--- config.mk ---
export PLATFORM = sky130hd
export DESIGN_NAME = fetch_issue_unit
export DESIGN_NICKNAME = d
export VERILOG_FILES = /design/src/rtl/fetch_issue_unit.sv
export SDC_FILE = /design/constraint.sdc
export NUM_CORES = 1
export LEC_CHECK = 0
export BUFFER_PORTS_ARGS = -buffer_cell sky130_fd_sc_hd__buf_2
export CORE_MARGIN = 3
export CORE_UTILIZATION = 45
export CTS_BUF_LIST = sky130_fd_sc_hd__clkbuf_8
export DETAILED_ROUTE_END_ITERATION = 10
export HOLD_SLACK_MARGIN = 0.08
export PLACE_DENSITY_LB_ADDON = 0.08
export SYNTH_ARGS = -nofsm -noshare
export SYNTH_HDL_FRONTEND = slang
export SYNTH_SLANG_ARGS = --single-unit
--- constraint.sdc ---
create_clock -name clock_i -period 38.8 [get_ports clock_i]
set_input_delay 9.7 -clock clock_i [delete_from_list [all_inputs] [get_ports clock_i]]
set_output_delay 9.7 -clock clock_i [all_outputs]
set_load 0.02 [all_outputs]
--- src/rtl/fetch_issue_unit.sv ---
// fetch_issue_unit
//   Producer end of the fetch-to-decode interface. Buffers up to two aligned
//   4-instruction fetch blocks in a two-entry ring and serialises them, one
//   instruction per cycle, onto the decode input bus. Each issued instruction
//   gets a unique major ID from a free-running counter.
//
// Ports
//   clock_i, reset_i          clock / asynchronous active-low reset
//   flush_i                   discard buffered and pending instructions
//   stall_i                   decode stall; issue outputs hold while high
//   blockValid_i/blockReady_o fetch block handshake
//   block_i                   four instruction words, word 0 in bits [0:31]
//   blockAddress_i            address of first valid word ([60:61] = slot)
//   blockIs64Bit_i, blockPid_i, blockTid_i   per-block attributes
//   enable_o ... instructionMajId_o          registered issue bus
//
// Bit numbering follows the POWER convention: bit 0 is the MSB.
module fetch_issue_unit #(
  parameter int addressWidth            = 64,
  parameter int instructionWidth        = 32,
  parameter int PidSize                 = 20,
  parameter int TidSize                 = 16,
  parameter int instructionCounterWidth = 64,
  parameter int blockInsts              = 4
) (
  input  logic                                      clock_i,
  input  logic                                      reset_i,
  input  logic                                      flush_i,
  input  logic                                      stall_i,
  input  logic                                      blockValid_i,
  output logic                                      blockReady_o,
  input  logic [0:blockInsts*instructionWidth-1]    block_i,
  input  logic [0:addressWidth-1]                   blockAddress_i,
  input  logic                                      blockIs64Bit_i,
  input  logic [PidSize-1:0]                        blockPid_i,
  input  logic [TidSize-1:0]                        blockTid_i,
  output logic                                      enable_o,
  output logic [0:instructionWidth-1]               instruction_o,
  output logic [0:addressWidth-1]                   instructionAddress_o,
  output logic                                      is64Bit_o,
  output logic [PidSize-1:0]                        instructionPid_o,
  output logic [TidSize-1:0]                        instructionTid_o,
  output logic [instructionCounterWidth-1:0]        instructionMajId_o
);

  localparam int BlkW  = blockInsts * instructionWidth;
  localparam int BaseW = addressWidth - 4;

  // Address bits [62:63] are byte offsets within a word and carry no meaning.
  logic unused_addr_bits;
  assign unused_addr_bits = ^blockAddress_i[addressWidth-2:addressWidth-1];

  // Slot payload: written on accept only, never needs a reset value.
  logic [0:BlkW-1]    slot_data_q [2];
  logic [0:BaseW-1]   slot_base_q [2];
  logic               slot_is64_q [2];
  logic [PidSize-1:0] slot_pid_q  [2];
  logic [TidSize-1:0] slot_tid_q  [2];

  // Control state.
  logic [1:0] slot_vld_q, slot_vld_d;
  logic [1:0] slot_idx_q [2];
  logic [1:0] slot_idx_d [2];
  logic       head_q, head_d;
  logic [instructionCounterWidth-1:0] cnt_q, cnt_d;

  // Registered issue bus.
  logic                               enable_q, enable_d;
  logic [0:instructionWidth-1]        instr_q, instr_d;
  logic [0:addressWidth-1]            addr_q, addr_d;
  logic                               is64_q, is64_d;
  logic [PidSize-1:0]                 pid_q, pid_d;
  logic [TidSize-1:0]                 tid_q, tid_d;
  logic [instructionCounterWidth-1:0] majid_q, majid_d;

  logic tail;
  logic accept;
  logic ready;

  function automatic logic [0:instructionWidth-1] pick_word(
    input logic [0:BlkW-1] blk,
    input logic [1:0]      idx
  );
    return blk[int'(idx)*instructionWidth +: instructionWidth];
  endfunction

  // The only valid slot is always the head (the head advances exactly when
  // its slot empties), so the tail is the head when it is free, else the
  // other slot.
  assign tail   = slot_vld_q[head_q] ? ~head_q : head_q;
  assign ready  = (slot_vld_q != 2'b11);
  assign accept = blockValid_i && ready && !flush_i;

  always_comb begin
    slot_vld_d = slot_vld_q;
    slot_idx_d = slot_idx_q;
    head_d     = head_q;
    cnt_d      = cnt_q;
    enable_d   = enable_q;
    instr_d    = instr_q;
    addr_d     = addr_q;
    is64_d     = is64_q;
    pid_d      = pid_q;
    tid_d      = tid_q;
    majid_d    = majid_q;

    if (flush_i) begin
      slot_vld_d = 2'b00;
      enable_d   = 1'b0;
    end else begin
      if (!stall_i) begin
        if (slot_vld_q[head_q]) begin
          enable_d = 1'b1;
          instr_d  = pick_word(slot_data_q[head_q], slot_idx_q[head_q]);
          addr_d   = {slot_base_q[head_q], slot_idx_q[head_q], 2'b00};
          is64_d   = slot_is64_q[head_q];
          pid_d    = slot_pid_q[head_q];
          tid_d    = slot_tid_q[head_q];
          majid_d  = cnt_q;
          cnt_d    = cnt_q + instructionCounterWidth'(1);
          slot_idx_d[head_q] = slot_idx_q[head_q] + 2'd1;
          // Last word of the block: retire the slot so the other one
          // issues on the very next edge.
          if (slot_idx_q[head_q] == 2'd3) begin
            slot_vld_d[head_q] = 1'b0;
            head_d             = ~head_q;
          end
        end else begin
          enable_d = 1'b0;
        end
      end
      // Accept targets the tail, which differs from the issuing head slot
      // whenever the head is valid, so these updates never collide.
      if (accept) begin
        slot_vld_d[tail] = 1'b1;
        slot_idx_d[tail] = blockAddress_i[addressWidth-4:addressWidth-3];
      end
    end
  end

  always_ff @(posedge clock_i or negedge reset_i) begin
    if (!reset_i) begin
      slot_vld_q    <= 2'b00;
      slot_idx_q[0] <= 2'd0;
      slot_idx_q[1] <= 2'd0;
      head_q        <= 1'b0;
      cnt_q         <= '0;
      enable_q      <= 1'b0;
      instr_q       <= '0;
      addr_q        <= '0;
      is64_q        <= 1'b0;
      pid_q         <= '0;
      tid_q         <= '0;
      majid_q       <= '0;
    end else begin
      slot_vld_q <= slot_vld_d;
      slot_idx_q <= slot_idx_d;
      head_q     <= head_d;
      cnt_q      <= cnt_d;
      enable_q   <= enable_d;
      instr_q    <= instr_d;
      addr_q     <= addr_d;
      is64_q     <= is64_d;
      pid_q      <= pid_d;
      tid_q      <= tid_d;
      majid_q    <= majid_d;
    end
  end

  always_ff @(posedge clock_i) begin
    if (accept) begin
      slot_data_q[tail] <= block_i;
      slot_base_q[tail] <= blockAddress_i[0:BaseW-1];
      slot_is64_q[tail] <= blockIs64Bit_i;
      slot_pid_q[tail]  <= blockPid_i;
      slot_tid_q[tail]  <= blockTid_i;
    end
  end

  assign blockReady_o         = ready;
  assign enable_o             = enable_q;
  assign instruction_o        = instr_q;
  assign instructionAddress_o = addr_q;
  assign is64Bit_o            = is64_q;
  assign instructionPid_o     = pid_q;
  assign instructionTid_o     = tid_q;
  assign instructionMajId_o   = majid_q;

endmodule

# Word level (Yosys, flattened, before mapping)
# Memory sizes are Yosys's and may differ from the RTL's. A register that Yosys moved wholly into a read port is not among the register bits.
# Index checks and enable logic that the tools add are counted.
[classes] reduce_logical=13 shifts=1 order_cmp=8 bitwise=9 muxes=31 n_mul=0 n_addsub=2 eq_ne=3 div_mod_pow=0
[ops] op="128-bit by 32-bit variable part select with 129-bit output" count=1
[ops] op="64-bit by 1-bit adder with 64-bit output (second input constant)" count=1
[ops] op="7-bit inverter with 32-bit output" count=1
[ops] op="2-bit 2-to-1 mux" count=11
[ops] op="4-bit 2-to-1 mux" count=4
[ops] op="1-bit 2-to-1 mux" count=10
[ops] op="4-bit bitwise mux" count=2
[ops] op="1-bit logical AND" count=6
[ops] op="1-bit logical NOT" count=5
[ops] op="2-bit demux with 1-bit select" count=2
[ops] op="2-bit greater-or-equal comparator (second input constant)" count=2
[ops] op="1-bit by 2-bit less-than comparator with 1-bit output (second input constant)" count=2
[ops] op="2-bit by 1-bit less-than comparator with 1-bit output (second input constant)" count=2
[ops] op="2-bit != test (second input constant)" count=2
[ops] op="1-bit inverter with 2-bit output" count=2
[ops] op="4-bit AND reduction" count=1
[ops] op="1-bit inverter" count=3
[ops] op="3-bit AND reduction" count=1
[ops] op="2-bit by 1-bit adder with 2-bit output (second input constant)" count=1
[ops] op="2-bit bitwise AND" count=1
[ops] op="1-bit demux with 1-bit select" count=2
[ops] op="2-bit == test (second input constant)" count=1
[ops] op="1-bit greater-or-equal comparator (second input constant)" count=2
[ops] op="2-bit inverter" count=1
[ops] op="2-bit OR" count=1
[word_totals] input_bits=234 register_bits=230 mem_bits_ro=0 mem_bits_rw=450 n_memories=5 output_inout_bits=199 elab_cells=81 latch_bits=0
[mem_list] name="slot_data_q" depth=2 word_bits=128 read_ports=1 rd_ports_with_merged_regs=0 write_ports=1 line="54" rtl="logic [0:BlkW-1] slot_data_q [2];"
[mem_list] name="slot_base_q" depth=2 word_bits=60 read_ports=1 rd_ports_with_merged_regs=1 write_ports=1 line="55" rtl="logic [0:BaseW-1] slot_base_q [2];"
[mem_list] name="slot_pid_q" depth=2 word_bits=20 read_ports=1 rd_ports_with_merged_regs=1 write_ports=1 line="57" rtl="logic [PidSize-1:0] slot_pid_q [2];"
[mem_list] name="slot_tid_q" depth=2 word_bits=16 read_ports=1 rd_ports_with_merged_regs=1 write_ports=1 line="58" rtl="logic [TidSize-1:0] slot_tid_q [2];"
[mem_list] name="slot_is64_q" depth=2 word_bits=1 read_ports=1 rd_ports_with_merged_regs=1 write_ports=1 line="56" rtl="logic slot_is64_q [2];"

# Logic depth before layout (Yosys ltp)
# Gate-level depths: netlist (run 1).
[depth] word_depth=13 depth_mapped=9 mapped_depth_nobuf=6

# Least setup slack after synthesis (run 1)
# No wires, ideal clock.
[synth_path] path_type="input to register" from="input flush_i" to="register slot_idx_q[0] (netlist name)" slack_ps=12226 path_stages=4 required_time_ps=38664 n_path_buf=0 t_arrival_ps=26438 setup_ps=136 cell_sequence="nand2b_1 nor3_1 a21oi_1 o22ai_1"
[synth_between] elab_chain_cells=3
[synth_lines] item="start, declared" line="28" rtl="input logic flush_i,"
[synth_lines] item="1-bit logical NOT" line="92" rtl="assign accept = blockValid_i && ready && !flush_i;"
[synth_lines] item="1-bit logical AND" line="92"
[synth_lines] item="4-bit 2-to-1 mux" line="134" rtl="if (accept) begin"
[synth_lines] item="end signal, assigned" line="157" rtl="slot_idx_q <= slot_idx_d;"
[synth_lines] item="end, declared" line="62" rtl="logic [1:0] slot_idx_q [2];"
# Parallel ways exist; a longest one is shown, timed or not.
# A chain may end at the register's enable or synchronous reset.

# Final worst setup path (run 1)
[layout_path] from="input flush_i" to="memory slot_tid_q[0][7] (enable)"
[layout_between] elab_chain_cells=4
[layout_lines] item="1-bit logical NOT" line="92"
[layout_lines] item="1-bit logical AND" line="92"
[layout_lines] item="1-bit 2-to-1 mux" line="171" rtl="if (accept) begin"
[layout_lines] item="1-bit 2-to-1 mux (not written as such)" line="176" rtl="slot_tid_q[tail] <= blockTid_i;"
[layout_lines] item="end, declared" line="58"
# Every way passes these cells.

==> impl_metrics.tcl, run 1 <==
set metrics [dict create \
    outcome "complete, no violations" \
    timing.fmax_ghz 0.07951 \
    clk_path_buf_depth 3 \
    tightest_slew_ns 1.073 \
    grt_antenna_before_repair 32 \
    fin_skew_ns 0.02596 \
    cts-root-buf "clkbuf_8" \
    synth_edf_count 450 \
    syn_area_per_cell_um2 15.79 \
    placed_area_um2 29720 \
    gp_congestion 0.7779 \
    route.final.wire_length_mm 61.50 \
    die_y_um 249.9 \
    overflow 0 \
    ir_worst_vdd_mv 0.04167 \
    core_area_um2 58250 \
    relSlewSlack 0.2849 \
    critPathBufInv 4 \
    drt_first_pass_iters 4 \
    finalNetCount 2413 \
    crit_type "primary input to flop" \
    arrival_ns 12.88 \
    setup_viol 0 \
    holdBufCountCts 0 \
    critPathSlowestCell "buf_4" \
    yosysSeqAreaShare 0.7541 \
    hold_viol_final 0 \
    worstHoldPathType "flop to flop" \
    via_count 15398 \
    final_area_um2 32130 \
    io_buffers 428 \
    fin_tns_setup_ns 0 \
    insertion_delay_ns 0.69 \
    crit_required_ns 39.11 \
    initial_core_util 0.4598 \
    path_cells "buf_2, nand2b_1, or3_1, inv_8, buf_4, buf_4" \
    rsz0062_at_grt "no" \
    fin_cells 3059 \
    cpMostUsedCell "buf_4" \
    async_flop_share 0.3724 \
    netlist.area_leader.share 0.5046 \
    ys_warn_count 0 \
    rows 88 \
    synth_cell_types 42 \
    dieArea_um2 62470 \
    syn_inst 1696 \
    cts_resized 0 \
    drtIter0Drc 812 \
    synth_seq_cells 717 \
    cts_buffers 114 \
    power_leakage_nw 13.36 \
    drc 0 \
    synth_area_leaders "edfxtp_1, dfrtp_1, mux4_2" \
    grt_max_degree 170 \
    grt_pass1_wl_mm 95.05 \
    drive_above_1_share 0.3058 \
    cts_tree "yes" \
    finalCriticalPeriod_ns 12.58 \
    area_delta_synth_final_pct 19.96 \
    yosysMostFrequentCell "edfxtp_1" \
    slew_violations 0 \
    routedWlPerCell_um 20.11 \
    post-route-period-util 0.3241 \
    vias_per_cell 5.034 \
    syn_area_um2 26780 \
    pin_count 433 \
    synth_common_cells "edfxtp_1, nand2_1, dfrtp_1, mux2i_1, o21ai_0" \
    yosys.area.top_type "edfxtp_1" \
    cts_sinks 717 \
    power_density_nw_per_um2 67.99 \
    endpoint_kind "flop" \
    drv_cap 0 \
    post_cts_buffers 0 \
    antenna_left 0 \
    grt_usage 0.1976 \
    die_x_um 249.9 \
    ys.flop_type "edfxtp_1" \
    dpl.cell_count 2826 \
    grt_pass1_vias 16119 \
    clk_pin_slew_ns 0.06 \
    critPathLaunchType "primary input" \
    cpPeakStageDelay_ns 0.82 \
    h-tree-depth 3 \
    cpLargestDelayFamily "buffers and inverters" \
    worst-path-max-fanout 96 \
    dp_hpwl_mm 39.20 \
]
## kinds of logic after synthesis
kind of cell             synth area share
flip-flops                         0.7541
AND/OR/NAND/NOR                   0.07611
multiplexers                       0.1037
AO/OA/AOI/OAI                     0.02915
buffers and inverters             0.01495
XOR/XNOR                          0.02093
adder cells (fa/ha/maj)         0.0009343
other                           0.0001400
## area by class of cell
class	count	area (um^2)
Antenna cell	18	45.04
Clock buffer	139	1913
Clock inverter	76	442.9
Fill cell	4917	26120
Inverter	16	67.56
Multi-Input combinational cell	884	6215
Sequential cell	717	20200
Tap cell	765	957.2
Timing Repair Buffer	444	2285
## power by group
part / switching (W) / internal [W]
sequential: 0.0000717 / 0.000947
combinational: 0.000311 / 0.000210
clock: 0.000292 / 0.000352
total: 0.000675 / 0.00151
## worst min-delay path, delay by kind of cell (launching register included)
kind / cells / cell delay, ns
flip-flops: 1 / 0.33
AND/OR/NAND/NOR: 2 / 0.10
## path summary, 6_finish.rpt
check	from	endpoint	slack [ns]	cells after the start
min in group asynchronous	reset_i	instructionAddress_o[45]	8.97	1
max reg2reg	head_q	instructionAddress_o[55]	34.38	5
max in group asynchronous	reset_i	instructionMajId_o[42]	28.33	2
min	instructionMajId_o[29]	instructionMajId_o[29]	0.47	2
min reg2reg	instructionMajId_o[29]	instructionMajId_o[29]	0.47	2
max	flush_i	slot_tid_q[0][7]	26.22	6
## metal layers
layer  global-route usage  up-vias  share of wire
met5                    0        -         0.0030
met4              0.07648       26          0.033
met3              0.06388      147          0.062
met2               0.3317      357           0.51
met1               0.2383     7623           0.39
li1                     -     7245              -
## sequential cells by signal, indices dropped and copies added (netlist names)
name,flops
enable_o,1
slot_data_q,256
instructionMajId_o,64
slot_base_q,120
is64Bit_o,1
instructionTid_o,16
slot_is64_q,2
head_q,1
slot_tid_q,32
slot_idx_q,4
slot_pid_q,40
slot_vld_q,2
instructionAddress_o,62
cnt_q,64
instruction_o,32
instructionPid_o,20
## per-stage QoR
step                      setup slack, ns    util  power, W  hold WS, ns
after detailed placement            25.42  0.5103  0.001570       0.4588
after global routing                26.03  0.5513  0.002306       0.4932
after CTS                           26.20  0.5508  0.002223       0.4729
after floorplan                     12.23       -  0.001395       0.4379
final                               26.22  0.5516  0.002184       0.4666
after global placement              25.44  0.5103  0.001559       0.4554
## cell usage in the layout, fill, tap and decap left out, types with 3 or more instances in the layout
cell / Yosys / layout
mux2i_1: 130 / 130
buf_2: 26 / 427
dfrtp_1: 267 / 264
nor4_1: 11 / 11
mux2_2: 3 / 3
nand2b_1: 3 / 3
xnor2_1: 35 / 35
clkinv_1: 0 / 8
and3_1: 3 / 3
clkinv_2: 0 / 22
edfxtp_1: 450 / 450
a21oi_1: 38 / 38
nand3_1: 17 / 17
o22ai_1: 4 / 4
nand4_1: 30 / 30
nor2_1: 60 / 60
inv_1: 16 / 52
clkbuf_8: 0 / 139
nor3_1: 17 / 15
mux4_2: 64 / 64
bufinv_16: 0 / 4
o21ai_0: 109 / 108
xor2_1: 29 / 29
diode_2: 0 / 18
nand2_1: 305 / 305
buf_4: 2 / 15
Power figures use the tool's default switching activity.
==> run 2: changes to the inputs <==
==> constraint.sdc (replaced) <==
create_clock -name clock_i -period 12.6 [get_ports clock_i]
set_input_delay 3.15 -clock clock_i [delete_from_list [all_inputs] [get_ports clock_i]]
set_output_delay 3.15 -clock clock_i [all_outputs]
set_load 0.02 [all_outputs]
==> run 2 against run 1 <==
  * Non-clock buffer count is 1 lower
  * Sequential power grew to 3.1 times the previous value
  * Critical path depth is 1 lower
  * Wire length is 0.14% higher
  * Final cell count hardly changed
  * Via count is 0.76% lower
  * Die area stayed put
  * Clock skew is 0.0043 ns higher
  * Largest cell class unchanged
  * First-iteration DRC count is 4.6% lower
==> impl_metrics.tcl, run 2 (synthesis gave the netlist of run 1 again) <==
set metrics [dict create \
    timing.fmax_ghz 0.1779 \
    critPathLaunchType "primary input" \
    crit_required_ns 13.12 \
    cts_buffers 115 \
    largest_reg_flops 256 \
    hold_viol_final 0 \
    dieArea_um2 62470 \
    via_count 15281 \
    insertion_delay_ns 0.71 \
    r2r_setup_slack_ns 8.28 \
    cts-root-buf "clkbuf_8" \
    crit_type "primary input to flop" \
    m1WireLength_mm 24.68 \
    fin_cells 3062 \
    clk_path_buf_depth 3 \
    final_area_um2 32210 \
    worst-path-max-fanout 112 \
    wl_met2_mm 30.85 \
    h-tree-depth 3 \
    slew_violations 0 \
    grt_pass1_wl_mm 94.32 \
    initial_core_util 0.4598 \
    gp_congestion 0.7875 \
    power_density_nw_per_um2 210.9 \
    highest_layer "met5" \
    cts_resized 0 \
    route.final.wire_length_mm 61.59 \
    cts_sinks 717 \
    holdBufCountCts 0 \
    fin_tns_setup_ns 0 \
    biggestRegsByFlops "slot_data_q (256), slot_base_q (120)" \
    die_y_um 249.9 \
    r2r-end "instructionTid_o[6]" \
    n_fill_cell 4897 \
    ir_worst_vdd_mv 0.1645 \
    drtIter0Drc 775 \
    drt_first_pass_iters 7 \
    core_area_um2 58250 \
    layout_commonest_cell "edfxtp_1" \
    die_x_um 249.9 \
    tightest_slew_ns 1.089 \
    drive_above_1_share 0.3028 \
    drv_cap 0 \
    reg2reg_from "head_q" \
    post_cts_buffers 0 \
    fin_skew_ns 0.03024 \
    rows 88 \
    relSlewSlack 0.2743 \
    dpl.cell_count 2825 \
    rr_worst_depth 5 \
    rsz0062_at_grt "no" \
    grt_antenna_before_repair 40 \
    grt_max_degree 183 \
    drc 0 \
    antenna_left 0 \
    min_from "instructionMajId_o[49]" \
    hold-path-cell-count 2 \
    routedWlPerCell_um 20.11 \
    dp_hpwl_mm 39.28 \
    placed_area_um2 29740 \
    clk_pin_slew_ns 0.06 \
    endpoint_kind "flop" \
    cts_tree "yes" \
    io_buffers 428 \
    finalNetCount 2413 \
    top_register "slot_data_q" \
    vias_per_cell 4.991 \
    area_delta_synth_final_pct 20.26 \
    min_to "instructionMajId_o[49]" \
    grt_usage 0.1961 \
    setup_viol 0 \
    outcome "complete, no violations" \
    overflow 0 \
    holdWs_ns 0.4711 \
    power_leakage_nw 13.35 \
    grt_pass1_vias 15890 \
    finalCriticalPeriod_ns 5.622 \
    arrival_ns 6.14 \
    wl_met3_mm 4.137 \
    post-route-period-util 0.4462 \
    pin_count 433 \
    mostFrequentLayoutCells "edfxtp_1, buf_2, nand2_1" \
    worstHoldPathType "flop to flop" \
]
[run 2: changes by cell type in the layout (fill, tap and decap cells not counted), moves of 3 or more]
cell / previous run / this run
clkinv_1: 8 / 22
bufinv_16: 4 / 9
inv_1: 52 / 47
clkbuf_8: 139 / 129
clkinvlp_4: 2 / 5
clkinv_2: 22 / 19
[run 2: how the worst max path moves through the flow]
stage	startpoint	to	slack, ns	cells after the start
floorplan	flush_i	slot_idx_q[0]	3.26	4
global placement	flush_i	instructionAddress_o[53]	6.34	5
detailed placement	flush_i	instructionTid_o[1]	6.26	5
CTS	flush_i	instructionTid_o[7]	7.06	5
global route	flush_i	instructionAddress_o[52]	6.71	5
finish	flush_i	instructionTid_o[6]	6.98	5
[run 2: through the flow]
step / total power [W] / setup slack [ns] / utilization
floorplan: 0.004260 / 3.259 / -
global placement: 0.004803 / 6.337 / 0.5105
detailed placement: 0.004835 / 6.260 / 0.5105
CTS: 0.006901 / 7.060 / 0.5522
global route: 0.007164 / 6.705 / 0.5528
finish: 0.006792 / 6.978 / 0.5529
[run 2: routing by layer]
metal / vias up / track usage
met3: 137 / 0.06888
li1: 7226 / -
met4: 40 / 0.07450
met1: 7523 / 0.2402
met5: - / 0
met2: 355 / 0.3214
[run 2: power breakdown]
group / switching [W] / internal [W]
sequential: 0.000222 / 0.00292
clock: 0.000915 / 0.00113
combinational: 0.000963 / 0.000644
total: 0.00210 / 0.00469
[run 2: layout make-up]
cell class	instances	area [um^2]	share of cell area
clock inverters	90	649.4	0.02016
inverters	16	67.56	0.002098
flip-flops and latches	717	20200	0.6272
repair buffers	443	2290	0.07110
clock buffers	129	1775	0.05513
well taps	765	957.2	0.02972
diodes	18	45.04	0.001399
multi-input cells	884	6221	0.1932
[run 2: critical path, stage by stage]
cell	delay, ns
buf_2	0.27
or3_4	0.69
buf_4	0.72
buf_4	0.90
o21ai_0	0.23
